File: src/rtl/arb_pkg.sv
// ---------------------------------------------------------------------------
// arb_pkg -- shared definitions for the 8-way round-robin arbiter.
//
// Contents:
//   N_REQ        number of requesters (one-hot grant width)
//   PTR_W        width of the round-robin pointer (wraps modulo 8)
//   CNT_W        width of the optional hold counter
//   HOLD_MAX_DEF default forced-release limit for the hold counter
//   arb_state_t  FSM state enum (IDLE, BUSY)
//   onehot_to_idx  helper converting a one-hot vector to its bit index
// ---------------------------------------------------------------------------
package arb_pkg;

  localparam int N_REQ        = 8;
  localparam int PTR_W        = 3;
  localparam int CNT_W        = 4;
  localparam int HOLD_MAX_DEF = 15;

  typedef enum logic {
    IDLE = 1'b0,
    BUSY = 1'b1
  } arb_state_t;

  // OR-reduction encoder; only meaningful for a vector with at most one bit
  // set, which is all the arbiter ever hands it.
  function automatic logic [PTR_W-1:0] onehot_to_idx(input logic [N_REQ-1:0] oh);
    logic [PTR_W-1:0] idx;
    idx = '0;
    for (int i = 0; i < N_REQ; i++) begin
      if (oh[i]) begin
        idx = idx | PTR_W'(i);
      end
    end
    return idx;
  endfunction

endpackage

File: src/rtl/rr_pick.sv
// ---------------------------------------------------------------------------
// rr_pick -- combinational round-robin selector.
//
// Picks the lowest-indexed set bit of req at or above ptr, wrapping from the
// top index back to 0, and returns it as a one-hot vector (all-zero when no
// request is present).
//
// Ports:
//   req   [N-1:0]      request lines, bit i = requester i
//   ptr   [PTR_W-1:0]  index with highest priority this round
//   pick  [N-1:0]      one-hot selection, zero if req is zero
// ---------------------------------------------------------------------------
module rr_pick
  import arb_pkg::*;
#(
  parameter int N = N_REQ
) (
  input  logic [N-1:0]     req,
  input  logic [PTR_W-1:0] ptr,
  output logic [N-1:0]     pick
);

  logic             found;
  logic [PTR_W-1:0] idx;

  // Walk the requesters starting at ptr; the PTR_W-bit sum wraps naturally
  // modulo 8, so the scan order is ptr, ptr+1, ..., 7, 0, ..., ptr-1.
  always_comb begin
    pick  = '0;
    found = 1'b0;
    idx   = '0;
    for (int i = 0; i < N; i++) begin
      idx = ptr + PTR_W'(i);
      if (!found && req[idx]) begin
        pick[idx] = 1'b1;
        found     = 1'b1;
      end
    end
  end

endmodule

File: src/rtl/rr_arbiter8.sv
// ---------------------------------------------------------------------------
// rr_arbiter8 -- 8-requester round-robin arbiter with hold-until-release.
//
// In IDLE the arbiter picks the next requester at or after the pointer and
// registers a one-hot grant. In BUSY the grant is frozen until the grantee
// signals done or drops its request; release always passes through one IDLE
// cycle, and the pointer then moves just past the released requester.
//
// Optional feature (macro ARB_TIMEOUT_EN): a 4-bit hold counter forces a
// release after HOLD_MAX BUSY cycles and pulses timeout for that release.
// Without the macro the counter does not exist and timeout is tied low.
//
// Ports:
//   clk      sole clock, rising edge
//   rst_n    synchronous active-low reset
//   req      [N-1:0] request lines
//   done     grantee finished (looked at only in BUSY)
//   grant    [N-1:0] registered one-hot grant, zero outside BUSY
//   valid    high exactly when grant is non-zero
//   timeout  one-cycle pulse on forced release
// ---------------------------------------------------------------------------
module rr_arbiter8
  import arb_pkg::*;
#(
  parameter int N        = N_REQ,
  parameter int HOLD_MAX = HOLD_MAX_DEF
) (
  input  logic         clk,
  input  logic         rst_n,
  input  logic [N-1:0] req,
  input  logic         done,
  output logic [N-1:0] grant,
  output logic         valid,
  output logic         timeout
);

  // The pointer, encoder and downstream 8-to-3 encoder all assume exactly
  // eight requesters, and the hold limit must fit the 4-bit counter.
  if (N != N_REQ) begin : g_bad_n
    $error("rr_arbiter8 supports only N = 8");
  end
  if (HOLD_MAX < 1 || HOLD_MAX > 15) begin : g_bad_hold
    $error("rr_arbiter8 HOLD_MAX must be in 1..15");
  end

  arb_state_t       state;
  logic [PTR_W-1:0] ptr;
  logic [PTR_W-1:0] gidx;
  logic [N-1:0]     pick;
  logic             normal_release;
  logic             hold_expired;

  rr_pick #(.N(N)) u_pick (
    .req  (req),
    .ptr  (ptr),
    .pick (pick)
  );

  // Grantee is finished either explicitly or by withdrawing its request.
  assign normal_release = done || !req[gidx];

`ifdef ARB_TIMEOUT_EN
  localparam logic [CNT_W-1:0] HOLD_LAST = CNT_W'(HOLD_MAX - 1);

  logic [CNT_W-1:0] hold_cnt;
  logic             timeout_q;

  // hold_cnt counts completed BUSY cycles, so reaching HOLD_LAST means the
  // grant has now been visible for HOLD_MAX cycles.
  assign hold_expired = (hold_cnt == HOLD_LAST);
  assign timeout      = timeout_q;
`else
  assign hold_expired = 1'b0;
  assign timeout      = 1'b0;
`endif

  // Single FSM block: state, pointer, latched grant index and the registered
  // outputs all change together so grant/valid never disagree.
  always_ff @(posedge clk) begin
    if (!rst_n) begin
      state <= IDLE;
      grant <= '0;
      valid <= 1'b0;
      ptr   <= '0;
      gidx  <= '0;
`ifdef ARB_TIMEOUT_EN
      hold_cnt  <= '0;
      timeout_q <= 1'b0;
`endif
    end else begin
`ifdef ARB_TIMEOUT_EN
      timeout_q <= 1'b0;
`endif
      case (state)
        IDLE: begin
          if (|req) begin
            grant <= pick;
            valid <= 1'b1;
            gidx  <= onehot_to_idx(pick);
            state <= BUSY;
`ifdef ARB_TIMEOUT_EN
            hold_cnt <= '0;
`endif
          end
        end
        BUSY: begin
          if (normal_release || hold_expired) begin
            grant <= '0;
            valid <= 1'b0;
            ptr   <= gidx + 1'b1;
            state <= IDLE;
`ifdef ARB_TIMEOUT_EN
            timeout_q <= !normal_release;
`endif
          end
`ifdef ARB_TIMEOUT_EN
          else begin
            hold_cnt <= hold_cnt + 1'b1;
          end
`endif
        end
        default: begin
          state <= IDLE;
          grant <= '0;
          valid <= 1'b0;
        end
      endcase
    end
  end

endmodule

File: config.mk
export PLATFORM = sky130hd
export DESIGN_NAME = rr_arbiter8
export DESIGN_NICKNAME = d
export VERILOG_FILES = /design/src/rtl/arb_pkg.sv /design/src/rtl/rr_pick.sv /design/src/rtl/rr_arbiter8.sv
export SDC_FILE = /design/constraint.sdc
export NUM_CORES = 1
export LEC_CHECK = 0
export CAP_MARGIN = 20
export CORE_MARGIN = 2
export CORE_UTILIZATION = 55
export CTS_CLUSTER_SIZE = 8
export DETAILED_ROUTE_END_ITERATION = 10
export PLACE_DENSITY = 0.88
export SYNTH_ARGS = -nofsm -noshare
export SYNTH_HDL_FRONTEND = slang
export SYNTH_SLANG_ARGS = --single-unit
File: constraint.sdc
create_clock -name clk -period 4.1 [get_ports clk]
set_clock_uncertainty 0.15 [all_clocks]
set_input_delay 0.82 -clock clk [delete_from_list [all_inputs] [get_ports clk]]
set_output_delay 0.82 -clock clk [all_outputs]
set_load 0.005 [all_outputs]
Word-level counts from Yosys, hierarchy flattened
Index checks and enable logic that the tools add are counted.
W data, S select, Z words.
- flip-flop bits (word level): 16
- bits in latches: 0
- RAM bits: 0
- bits in read-only memories: 0
- input bits: 11
- output and inout bits: 10
- logic and storage cells: 133
- memories: 0
- $add $sub $neg: 8
- multiply operators: 0
- divide/modulo/power cells: 0
- order comparisons: 17
- equal/unequal tests: 2
- shift operators: 0
- muxes and demuxes: 65
- bitwise gates (word level): 8
- reductions and logical operators: 28
- operators by type and width (operator ; count):
    $mux W8 ; 10
    $or A8 B8 Y8 ; 7
    $lt A3 B4 Y1 const B ; 9
    $mux W1 ; 29
    $bmux W1 S3 ; 9
    $demux W1 S3 ; 8
    $ge A3 B1 Y1 const B ; 8
    $pmux W8 S2 ; 1
    $logic_and A1 B1 Y1 ; 15
    $add A3 B3 Y3 const B ; 4
    $mux W3 ; 4
    $logic_not A1 Y1 ; 8
    $reduce_or A8 Y1 ; 1
    $add A3 B1 Y3 const B ; 2
    $add A3 B2 Y3 const B ; 2
    $reduce_and A2 Y1 ; 3
    $mux W2 ; 2
    $pmux W1 S2 ; 2
    $ne A2 B1 Y1 const B ; 1
    $ne A2 B2 Y1 const B ; 1
    $logic_or A1 B1 Y1 ; 1
    $not A1 Y1 ; 1

Depth between registers and ports, before layout
Gate-level depths: netlist (run 1).
- depth in word-level cells: 31
- depth in mapped cells: 13
- gate-level depth less buffers: 10

Hierarchy
A second synthesis (run 1) with hierarchy kept.
- cell total of the unflattened synthesis: 231
- area, all modules: 2105.8 um^2
- by module, submodules not included (module ; instances ; cells each ; area each (um^2)):
    rr_pick ; 1 ; 131 ; 1164.9
    rr_arbiter8 ; 1 ; 100 ; 940.9

Worst setup path after synthesis (run 1)
OpenSTA, ideal clock, no wires.
- path kind: reg-to-reg
- from: register ptr[0]
- to: register gidx[0]
- library setup time: 0.137 ns
- data arrival time: 3.128 ns
- data required time: 3.813 ns
- path slack: 0.685 ns
- cell stages (with the launch flop): 13
- clock period less this slack: 3.415 ns
- cells stage by stage: dfxtp_1 > inv_1 > clkbuf_1 > ha_1 > buf_6 > mux2i_1 > mux4_2 > a32oi_4 > nor2_2 > a221o_1 > mux2_2 > nor3_1 > a31oi_1
- longest elaborated chain between the ends: 31
- elaborated cells between the ends (all ways): 106
- classes of those cells: add/sub (7); order compare (16); mux (54); bitwise (7); reduce/logical (22)
- ends and longest elaborated chain (item ; RTL line ; RTL):
    start: declaration ; rr_arbiter8.sv:47 ; logic [PTR_W-1:0] ptr;
    start signal: assignment ; rr_arbiter8.sv:110 ; ptr <= gidx + 1'b1;
    branches (longest 23 deep; another with $lt A3 B4 Y1) ; - ;
    $mux W8 * ; rr_pick.sv:34 ; if (!found && req[idx]) begin
    $mux W1 ; arb_pkg.sv:30 ; if (oh[i]) begin
    $mux W2 (2 in series) ; arb_pkg.sv:30 ;
    $mux W3 (3 in series) ; arb_pkg.sv:30 ;
    $mux W3 * ; arb_pkg.sv:30 ;
    end signal: assignment ; rr_arbiter8.sv:99 ; gidx <= onehot_to_idx(pick);
    end: declaration ; rr_arbiter8.sv:48 ; logic [PTR_W-1:0] gidx;
Every way passes the cells marked *. The select of a mux whose other input is x is not followed.
A chain may end at the register's enable or synchronous reset.

Worst setup path after layout (run 1)
- from: input port req[2]
- to: register gidx[0]
- longest elaborated chain between the ends: 31
- elaborated cells between the ends (all ways): 61
- classes of those cells: mux (38); bitwise (7); reduce/logical (16)
- ends and longest elaborated chain (item ; RTL line ; RTL):
    start: declaration ; rr_arbiter8.sv:30 ; input logic [N-1:0] req,
    $bmux W1 S3 ; rr_pick.sv:34 ;
    $mux W1 (not written as such) ; rr_pick.sv:34 ;
    $mux W1 ; rr_pick.sv:34 ;
    $logic_not A1 Y1 ; rr_pick.sv:34 ;
    $logic_and A1 B1 Y1 ; rr_pick.sv:34 ;
    $mux W1 ; rr_pick.sv:34 ;
    $logic_not A1 Y1 ; rr_pick.sv:34 ;
    $logic_and A1 B1 Y1 ; rr_pick.sv:34 ;
    [... 11 more ...] ; - ;
    $logic_and A1 B1 Y1 ; rr_pick.sv:34 ;
    $mux W1 ; rr_pick.sv:34 ;
    $logic_not A1 Y1 ; rr_pick.sv:34 ;
    $logic_and A1 B1 Y1 ; rr_pick.sv:34 ;
    $mux W8 ; rr_pick.sv:34 ;
    $mux W1 ; arb_pkg.sv:30 ;
    $mux W2 (2 in series) ; arb_pkg.sv:30 ;
    $mux W3 (4 in series) ; arb_pkg.sv:30 ;
Several ways; a longest one is shown, not always the timed one. The select of a mux whose other input is x is not followed.

==> results of run 1 <==
registers in the layout, indices dropped and copies added, names as in the netlist:
register	flops
grant	8
gidx	3
ptr	3
state	1
valid	1
cells in the mapped netlist (all sizes together) (3+ instances only):
| cell | instances |
|---|---|
| mux2i | 10 |
| o31ai | 4 |
| mux4 | 14 |
| nor3 | 8 |
| buf | 7 |
| dfxtp | 16 |
| mux2 | 5 |
| nand2 | 24 |
| a31o | 4 |
| o21ai | 10 |
| and2 | 6 |
| clkbuf | 6 |
| a31oi | 5 |
| a21oi | 6 |
| and3 | 3 |
| ha | 7 |
| inv | 7 |
| nand3 | 14 |
| xor2 | 3 |
| a21boi | 4 |
| nor4 | 4 |
| nor2 | 13 |
power groups by stage:
stage                     registers [W]  logic [W]  clock network [W]
after global placement         0.000216   0.000742                  0
final                          0.000214   0.000767           0.000102
after global routing           0.000217   0.000830           0.000111
after detailed placement       0.000217   0.000749                  0
after CTS                      0.000214   0.000753           0.000106
after floorplan                0.000216   0.000546                  0
logic make-up (layout without fill, tap and decap cells):
family	count (synthesis)	count (layout)	synth area share
AND/OR/NAND/NOR	84	84	0.228
AO/OA/AOI/OAI	56	56	0.226
multiplexers	29	29	0.256
buffers and inverters	20	43	0.0490
flip-flops	16	16	0.170
adder cells (fa/ha/maj)	7	7	0.0464
XOR/XNOR	5	5	0.0232
other	1	1	0.00198
how the worst min path moves through the flow:
stage / end / from / slack [ns] / depth (start not counted)
floorplan: state / state / 0.30 / 2
global placement: grant[0] / grant[0] / 0.29 / 2
detailed placement: grant[0] / grant[0] / 0.30 / 2
CTS: grant[0] / grant[0] / 0.31 / 2
global route: grant[0] / grant[0] / 0.36 / 2
finish: grant[0] / grant[0] / 0.30 / 2
worst max-delay path, delay by kind of cell:
kind	cells	cell delay, ns
AO/OA/AOI/OAI	5	1.42
buffers and inverters	1	0.62
multiplexers	2	0.69
AND/OR/NAND/NOR	1	0.10
per-stage QoR:
stage | instance area, µm² | hold slack, ns | cells | power, W | util
floorplan | 1890 | 0.298 | 218 | 0.000762 | -
global placement | 2170 | 0.294 | 283 | 0.000958 | 0.655
detailed placement | 2170 | 0.295 | 283 | 0.000967 | 0.655
CTS | 2200 | 0.309 | 287 | 0.00107 | 0.666
global route | 2200 | 0.358 | 287 | 0.00116 | 0.666
finish | 2200 | 0.304 | 287 | 0.00108 | 0.666
metal layers:
layer	share of wire	vias to the layer above	track usage
li1	-	891	-
met1	0.42	919	0.390
met4	0.024	0	0.100
met3	0.076	14	0.0324
met2	0.48	108	0.462
met5	0	-	0
layout make-up:
type                       instances  area (µm²)
clock buffer                       4        36.3
fill                             283        1110
timing repair buffer              32         288
sequential                        16         320
tap                               46        57.6
inverter                           7        26.3
multi-input combinational        182        1480
==> results.json, run 1 <==
{
  "outcome": "finished, final reports clean",
  "grt_pass1_wl_um": 8980,
  "vias": 1932,
  "cap_violations": 0,
  "hold_buffers": 0,
  "ys_seq_elements": 16,
  "swShare": 0.467,
  "hold_violations": 0,
  "drc_errors": 0,
  "fp.coreArea_mm2": 0.00331,
  "max_slew_margin": 0.622,
  "synth_top_area_frac": 0.170,
  "ys_types": 60,
  "crit_start": "req[2]",
  "netlist_instances": 218,
  "clkSlewWorstSetupHoldPaths_ns": 0.09,
  "internal-power_w": 0.000577,
  "areaGrowthSynthToFinish_pct": 16.7,
  "row_count": 21,
  "slew_violations": 0,
  "synth_top_area_cell": "dfxtp_1",
  "ir_worst_vdd_v": 0.000338,
  "arrival_ns": 3.65,
  "ant_nets": 0,
  "hpwl_um": 4070,
  "ctsResizeCount": 0,
  "clockBufferDepth": 2,
  "grt_start_max_net_pins": 32,
  "syn-num-nets": 236,
  "cp_max_fo": 9,
  "clock_insertion_delay_worst_skew_ns": 0.29,
  "grt_use_total": 0.283,
  "layout_common_cells": "24 x nand2_1, 19 x clkdlybuf4s50_1, 16 x dfxtp_1, 14 x nand3_1",
  "postCtsSetupRepairBufs": 0,
  "wl_per_cell_um": 18.1,
  "final_common_cell": "nand2_1",
  "cts_tree": "yes",
  "htreeDepth": 1,
  "num_antenna_cells": 0,
  "post-place-ws_ns": 0.204,
  "antenna_found_initial": 0,
  "avgSynthCellArea_um2": 8.67,
  "nets": 260,
  "power.density_mw_per_mm2": 491,
  "worstMarginPinSlew_ns": 0.563,
  "drt-initial-drc-count": 178,
  "max_freq_mhz": 275,
  "layout_setup_ws_ns": 0.466,
  "yosysWarnings": 0,
  "drt_pass1_iterations": 5,
  "crit_required_ns": 4.12,
  "cp-endpoint": "gidx[0]",
  "r2r-end": "gidx[0]",
  "worstSetupPathType": "in2reg",
  "r2r_slack_ns": 0.56,
  "p_switching_w": 0.000506,
  "leakagePower_nw": 0.819,
  "clock_power_share": 0.094,
  "netlist_top_cells_area": "dfxtp_1 17%, mux4_2 15%, nand2_1 4.8%, ha_1 4.6%, mux2i_1 4.2%",
  "drive_gt1_frac": 0.195,
  "worst_setup_path_start_kind": "input port",
  "r2r-start": "ptr[1]",
  "rsz0062_at_grt": "no",
  "cp_slowest_cell": "clkdlybuf4s50_1",
  "synth-seq-area-share": 0.170,
  "routabilityCongestion": 0.998,
  "grt-ovfl-total": 0,
  "io_buffers": 19,
  "grt_pass1_vias": 1873,
  "combPwrFrac": 0.708,
  "finalSetupViolCount": 0,
  "fin_crit_ns": 3.63,
  "cts-root-buf": "clkbuf_4",
  "r2r_cells": 11,
  "fin_crit_sh": 0.886,
  "vias_per_cell": 6.73,
  "end_kind": "flop",
  "cp_cell_sequence": "clkdlybuf4s50_1, mux2i_1, mux4_2, a32oi_4, nor2_2, a222oi_1, o2bb2a_1, a21oi_1, a31oi_1",
  "synth_edf_count": 0,
  "die_w_um": 62.6,
  "async_flop_share": 0,
  "seq_power_share": 0.197,
  "cpPeakStageDelay_ns": 0.62,
  "cts_inserted_buffers": 3,
  "io_pins": 21,
  "synth_area_mm2": 0.00189,
  "drt_wl_total_um": 5190,
  "cts_sinks": 16,
  "fp.dieH_um": 62.6,
  "synth-main-ff-cell": "dfxtp_1",
  "initial_core_util": 0.571,
  "die_area_mm2": 0.00392,
  "hp-class": "reg2reg",
  "tns_ns": 0
}
(Power assumes the default switching activity.)
==> run 2, diff against run 1 <==
==> constraint.sdc (replaced) <==
create_clock -name clk -period 4.59 [get_ports clk]
set_clock_uncertainty 0.15 [all_clocks]
set_input_delay 0.918 -clock clk [delete_from_list [all_inputs] [get_ports clk]]
set_output_delay 0.918 -clock clk [all_outputs]
set_load 0.005 [all_outputs]
==> results.json, run 2 (synthesis gave the netlist of run 1 again) <==
{
  "hold_violations": 0,
  "cap_violations": 0,
  "slew_violations": 0,
  "ctsResizeCount": 0,
  "clockBufferDepth": 2,
  "die_area_mm2": 0.00392,
  "vias_per_cell": 6.96,
  "layout.area.seq_um2": 320,
  "p_switching_w": 0.000456,
  "fp.dieH_um": 62.6,
  "ant_nets": 0,
  "drt_wl_total_um": 5240,
  "drc_errors": 0,
  "layout_common_cells": "24 x nand2_1, 19 x clkdlybuf4s50_1, 16 x dfxtp_1, 14 x nand3_1, 13 x mux4_2",
  "drt-initial-drc-count": 186,
  "cp_cell_sequence": "clkdlybuf4s50_1, mux2i_1, mux4_2, a32oi_4, nor2_2, a222oi_1, o2bb2a_1, a21oi_1, a31oi_1",
  "finalSetupViolCount": 0,
  "io_pins": 21,
  "cp_slowest_cell": "clkdlybuf4s50_1",
  "seq_power_share": 0.208,
  "placed_area_mm2": 0.00212,
  "num_antenna_cells": 0,
  "drive_gt1_frac": 0.171,
  "clock_power_share": 0.101,
  "nets": 253,
  "worstMarginPinSlew_ns": 0.536,
  "max_slew_margin": 0.640,
  "cpPeakStageDelay_ns": 0.67,
  "dp.cells": 276,
  "grt-ovfl-total": 0,
  "drt_pass1_iterations": 5,
  "fp.coreArea_mm2": 0.00331,
  "arrival_ns": 3.81,
  "areaGrowthSynthToFinish_pct": 13.9,
  "top_regs": "grant: 8 flops, gidx: 3 flops, ptr: 3 flops",
  "combPwrFrac": 0.691,
  "htreeDepth": 1,
  "antenna_found_initial": 0,
  "wl_per_cell_um": 18.7,
  "largest_register": "grant",
  "largest_reg_flops": 8,
  "routabilityCongestion": 0.981,
  "clock_insertion_delay_worst_skew_ns": 0.31,
  "worst_setup_path_start_kind": "input port",
  "max_freq_mhz": 265,
  "ir_worst_vdd_v": 0.000355,
  "rsz0062_at_grt": "no",
  "grt_use_total": 0.280,
  "tns_ns": 0,
  "crit_required_ns": 4.63,
  "end_kind": "flop",
  "utilization": 0.650,
  "cp_max_fo": 9,
  "cts_inserted_buffers": 3,
  "final_cells": 280,
  "vias": 1948,
  "cts-root-buf": "clkbuf_4",
  "clkSlewWorstSetupHoldPaths_ns": 0.09,
  "hpwl_um": 3830,
  "internal-power_w": 0.000497,
  "swShare": 0.478,
  "row_count": 21,
  "fin_crit_ns": 3.78,
  "final_common_cell": "nand2_1",
  "fillers": 274,
  "initial_core_util": 0.571,
  "fin_crit_sh": 0.823,
  "worstSetupPathType": "in2reg",
  "grt_pass1_vias": 1776,
  "postCtsSetupRepairBufs": 0,
  "multi_input_area_mm2": 0.00148,
  "power.density_mw_per_mm2": 443,
  "cts_sinks": 16,
  "outcome": "finished, final reports clean",
  "cts_tree": "yes",
  "grt_start_max_net_pins": 32,
  "hp-class": "reg2reg",
  "postLayoutCellArea_mm2": 0.00215,
  "grt_pass1_wl_um": 8780,
  "io_buffers": 19,
  "layout_setup_ws_ns": 0.814,
  "die_w_um": 62.6,
  "post-place-ws_ns": 0.525,
  "leakagePower_nw": 0.785,
  "hold_buffers": 0
}
## run 2: cell count changes in the layout (fill, tap and decap cells not counted)
cell   delta
buf_4     -7
## run 2: worst paths after layout
kind / start / end / slack, ns / cells after the start
max: req[7] / gidx[0] / 0.81 / 9
min: grant[0] / grant[0] / 0.33 / 2
max reg2reg: ptr[0] / grant[2] / 0.90 / 11
min reg2reg: grant[0] / grant[0] / 0.33 / 2
## run 2: layout make-up
| type | count | share of cell area |
|---|---|---|
| inverters | 7 | 0.0122 |
| multi-input cells | 182 | 0.686 |
| clock buffers | 4 | 0.0169 |
| repair buffers | 25 | 0.109 |
| well taps | 46 | 0.0267 |
| flip-flops and latches | 16 | 0.149 |
## run 2: per-layer routing
metal	global-route usage	wire length [µm]	up-vias
li1	-	-	880
met1	0.374	2070	900
met2	0.446	2410	147
met3	0.0450	568	21
met4	0.125	189	0
met5	0	0	-
## run 2: through the flow
step                power, W  hold slack, ns
global placement    0.000833           0.296
CTS                 0.000938           0.326
detailed placement  0.000836           0.312
finish              0.000954           0.327
floorplan           0.000681           0.298
global route         0.00101           0.344
## run 2: power by group through the flow
stage          Sequential [W]  Combinational (W)  Clock [W]
4_1_cts              0.000198           0.000640  0.0000994
3_3_place_gp         0.000200           0.000633          0
2_1_floorplan        0.000193           0.000488          0
6_report             0.000199           0.000659  0.0000960
3_5_place_dp         0.000201           0.000635          0
5_1_grt              0.000203           0.000707   0.000102
## run 2: worst max-delay path: cells and delay by family
kind / cells / cell delay [ns]
and+or+nand+nor: 1 / 0.10
buffers and inverters: 1 / 0.67
AOI/OAI and AO/OA: 5 / 1.43
muxes: 2 / 0.70
